--- src/rtl/rom_burst_reader_pkg.sv ---
// Shared definitions for the ROM burst reader and the ROM it drives.
// Both blocks take their default widths from here so they stay matched.
package rom_burst_reader_pkg;

  localparam int ROM_DATA_WIDTH = 8;
  localparam int ROM_ADDR_WIDTH = 8;

  typedef enum logic [1:0] {
    IDLE   = 2'd0,
    STREAM = 2'd1,
    DONE   = 2'd2
  } state_t;

endpackage

--- src/rtl/rom_burst_reader.sv ---
// Burst sequencer in front of a combinational ROM.
// A (base, length) command walks the ROM address upward, modulo the address
// space. Each word is captured into an output register and presented on a
// valid/ready stream, with m_last marking the final word.
module rom_burst_reader
  import rom_burst_reader_pkg::*;
#(
  parameter int DATA_WIDTH = ROM_DATA_WIDTH,
  parameter int ADDR_WIDTH = ROM_ADDR_WIDTH,
  parameter int LEN_WIDTH  = ADDR_WIDTH + 1
) (
  input  logic                  clk,
  input  logic                  rst_n,
  input  logic                  start,
  input  logic [ADDR_WIDTH-1:0] base_addr,
  input  logic [LEN_WIDTH-1:0]  length,
  output logic                  busy,
  output logic                  done,
  output logic [ADDR_WIDTH-1:0] rom_addr,
  input  logic [DATA_WIDTH-1:0] rom_data,
  output logic                  m_valid,
  input  logic                  m_ready,
  output logic [DATA_WIDTH-1:0] m_data,
  output logic                  m_last
);

  state_t                state_reg, state_next;
  logic [ADDR_WIDTH-1:0] addr_reg, addr_next;
  logic [LEN_WIDTH-1:0]  remaining_reg, remaining_next;
  logic                  valid_reg, valid_next;
  logic [DATA_WIDTH-1:0] data_reg, data_next;
  logic                  last_reg, last_next;
  logic                  load;
  logic                  out_free;

  // The output register can take a new word when it is empty or its current
  // word is being accepted this cycle.
  assign out_free = !valid_reg || m_ready;

  // Next-state and datapath decisions; everything holds unless changed below.
  always_comb begin
    state_next     = state_reg;
    addr_next      = addr_reg;
    remaining_next = remaining_reg;
    valid_next     = valid_reg;
    data_next      = data_reg;
    last_next      = last_reg;
    load           = 1'b0;

    case (state_reg)
      IDLE: begin
        if (start) begin
          if (length != '0) begin
            addr_next      = base_addr;
            remaining_next = length;
            state_next     = STREAM;
          end else begin
            // Empty burst: nothing to emit, just report completion.
            state_next = DONE;
          end
        end
      end

      STREAM: begin
        load = (remaining_reg != '0) && out_free;
        if (load) begin
          data_next      = rom_data;
          valid_next     = 1'b1;
          last_next      = (remaining_reg == LEN_WIDTH'(1));
          addr_next      = addr_reg + ADDR_WIDTH'(1);
          remaining_next = remaining_reg - LEN_WIDTH'(1);
        end else if (valid_reg && m_ready) begin
          // Final word drained with nothing left to fetch.
          valid_next = 1'b0;
          last_next  = 1'b0;
        end

        if ((remaining_reg == '0) && out_free) begin
          state_next = DONE;
        end
      end

      DONE: begin
        state_next = IDLE;
      end

      default: begin
        state_next = IDLE;
      end
    endcase
  end

  // State and datapath registers; reset abandons any burst in flight.
  always_ff @(posedge clk or negedge rst_n) begin
    if (!rst_n) begin
      state_reg     <= IDLE;
      addr_reg      <= '0;
      remaining_reg <= '0;
      valid_reg     <= 1'b0;
      data_reg      <= '0;
      last_reg      <= 1'b0;
    end else begin
      state_reg     <= state_next;
      addr_reg      <= addr_next;
      remaining_reg <= remaining_next;
      valid_reg     <= valid_next;
      data_reg      <= data_next;
      last_reg      <= last_next;
    end
  end

  assign rom_addr = addr_reg;
  assign m_valid  = valid_reg;
  assign m_data   = data_reg;
  assign m_last   = last_reg;
  assign busy     = (state_reg != IDLE);
  assign done     = (state_reg == DONE);

endmodule

--- config.mk ---
export PLATFORM = sky130hd
export DESIGN_NAME = rom_burst_reader
export DESIGN_NICKNAME = d
export VERILOG_FILES = /design/src/rtl/rom_burst_reader_pkg.sv /design/src/rtl/rom_burst_reader.sv
export SDC_FILE = /design/constraint.sdc
export NUM_CORES = 1
export LEC_CHECK = 0
export ABC_AREA = 1
export ABC_CLOCK_PERIOD_IN_PS = 4400
export BUFFER_PORTS_ARGS = -buffer_cell sky130_fd_sc_hd__buf_2
export CAP_MARGIN = 20
export CORE_UTILIZATION = 45
export CTS_CLUSTER_SIZE = 20
export DETAILED_ROUTE_END_ITERATION = 8
export PLACE_DENSITY = 0.78
export SLEW_MARGIN = 0
export SYNTH_ARGS = -nofsm -noshare
export SYNTH_HDL_FRONTEND = slang
export SYNTH_SLANG_ARGS = --single-unit
--- constraint.sdc ---
create_clock -name clk -period 4.4 [get_ports clk]
set_input_delay 0.88 -clock clk [delete_from_list [all_inputs] [get_ports clk]]
set_output_delay 0.88 -clock clk [all_outputs]
set_load 0.1 [all_outputs]
==> metrics.txt <==
Mapped Cells=253; cells along the critical path=inv_1 -> nand2_1 -> nor2_1 -> nand2_2 -> nand2_4 -> nand2_1 -> nand2_1 -> nand2_1; final wirelength=4030 um; CTS tree=built; n_diodes=0; Synth area leaders=dfrtp_1, nand2_1, nand3_1, inv_1, nor2_1; die height=65.7 um; Die Area=4320 um^2; Final Hold Fails=0; Syn Nets=286; share of post-route cells with drive strength above 1=24.6%; fmax=371 MHz; fin crit period=2.70 ns; Max Transition Viols Final=0; largest net degree at the start of global routing=30; Ys Warns=0; H-Tree Depth=2; Hold Crit Class=reg -> reg; die width=65.7 um; Synth Register Bits=29; placed cell areas=2050 um^2; HPWL Detailed=2950 um; Final setup viols=0; Final ANT Viol Nets=0; critical path type=reg -> reg; cts hold-fix bufs=0; GRT Overall Usage=21.8%; port bufs=48; Worst-Margin Slew=0.773 ns; IO Count=49; CTS Sinks=29; register clock-pin slew on the reported worst setup and hold paths=0.07 ns; CP Capture Type=register; post-CTS setup buffer count=0; WP data arrival=2.87 ns; Clk Tree Root Cell=clkbuf_8; Post-Syn Area=1830 um^2; Slowest-stage cell, CP=nor2_1; CTS buffer count=5; vias in the first global route=1,601; data required time of the worst path=4.57 ns; GP Congestion=0.841; max FFs per register=9; slowest stage delay, CP=0.75 ns; Yosys cell types=24; initial DRC count=133; vias post-DR=1,788; Syn-to-layout area delta=19.0%; nets=333; Max-cap violations=0; period utilization=61.3%; share of the synthesized area in the top cell type=39.7%; num rows=22; initial antenna violation count=0; core area=3770 um^2; area leader, netlist=dfrtp_1; status=complete, no violations; clk buf depth=2; average size of a mapped cell=7.22 um^2; DR WL/cell=11.6 um; worst clock skew=0.00452 ns; Starting Density=48.4%; crit-path most repeated cell=nand2_1; first-pass GRT wire length=7090 um; post-synthesis sequential area ratio=39.7%; DR pass1 iterations=4; critical path launch point type=register; Overflow after GRT=0; Slew Limit Headroom=48.3%; Setup TNS=0 ns; drt via density=5.12; drt drc=0; Worst-Skew Late Latency=0.28 ns; cts repair resizes=0; worst-path fanout max=26; RSZ-0062 raised after global routing=false; fin area=2170 um^2
layout make-up:
class                           instances  area (um^2)
Clock inverter                          2         37.5
Inverter                               22         82.6
Timing Repair Buffer                   48          240
Multi-Input combinational cell        194          946
Fill cell                             343         1600
Tap cell                               48         60.1
Clock buffer                            6         82.6
Sequential cell                        29          726
placed cells by master, fill, tap and decap left out, drive strengths merged, types with 3 or more instances in the layout:
master    n
buf      48
clkbuf    6
dfrtp    29
ha        4
inv      22
nand2   102
nand3    36
nand4     7
nor2     21
o21ai    17
o21bai    3
or2       3
critical path: cells and delay by family (launching register included):
| family | cells | cell delay [ns] |
|---|---|---|
| buffers and inverters | 1 | 0.07 |
| DFF | 1 | 0.37 |
| and+or+nand+nor | 7 | 2.13 |
metrics by stage:
step / util, % / setup WS, ns / cells / hold slack (ns)
2_1_floorplan: - / 1.88 / 253 / 0.463
3_3_place_gp: 54.5 / 1.78 / 341 / 0.459
3_5_place_dp: 54.5 / 1.67 / 341 / 0.458
4_1_cts: 57.7 / 1.68 / 349 / 0.476
5_1_grt: 57.7 / 1.35 / 349 / 0.494
6_report: 57.7 / 1.70 / 349 / 0.469
synth_stat cells, drive strengths merged:
master	instances
ha	4
dfrtp	29
o21ai	17
buf	7
inv	22
clkbuf	1
nand4	7
or2	3
nand3	36
o21bai	3
nor2	21
nand2	102
o31ai	1
layer usage:
layer  GRT usage, %  wire (um)
met3           5.73        234
met5              0          0
met4           10.3         52
met1           28.3       1830
met2           33.3       1920
final timing paths:
kind                              start               end  slack, ns  depth (start not counted)
max reg2reg                state_reg[1]  remaining_reg[6]       1.70                          8
min reg2reg                   m_data[4]         m_data[4]       0.47                          2
max                        state_reg[1]  remaining_reg[6]       1.70                          8
min                           m_data[4]         m_data[4]       0.47                          2
max in group asynchronous         rst_n      state_reg[0]       3.38                          1
min in group asynchronous         rst_n  remaining_reg[0]       0.61                          1
cell families (layout without fill, tap and decap cells):
group | after synthesis | after routing | share of synthesized area [%]
flip-flops | 29 | 29 | 39.7
adder cells (fa/ha/maj) | 4 | 4 | 2.74
AND/OR/NAND/NOR | 169 | 169 | 40.9
buffers and inverters | 30 | 78 | 8.49
AO/OA/AOI/OAI | 21 | 21 | 8.15
Power is not shown: default switching activity piles up to over one toggle a cycle in this logic, so the estimate is an artifact.
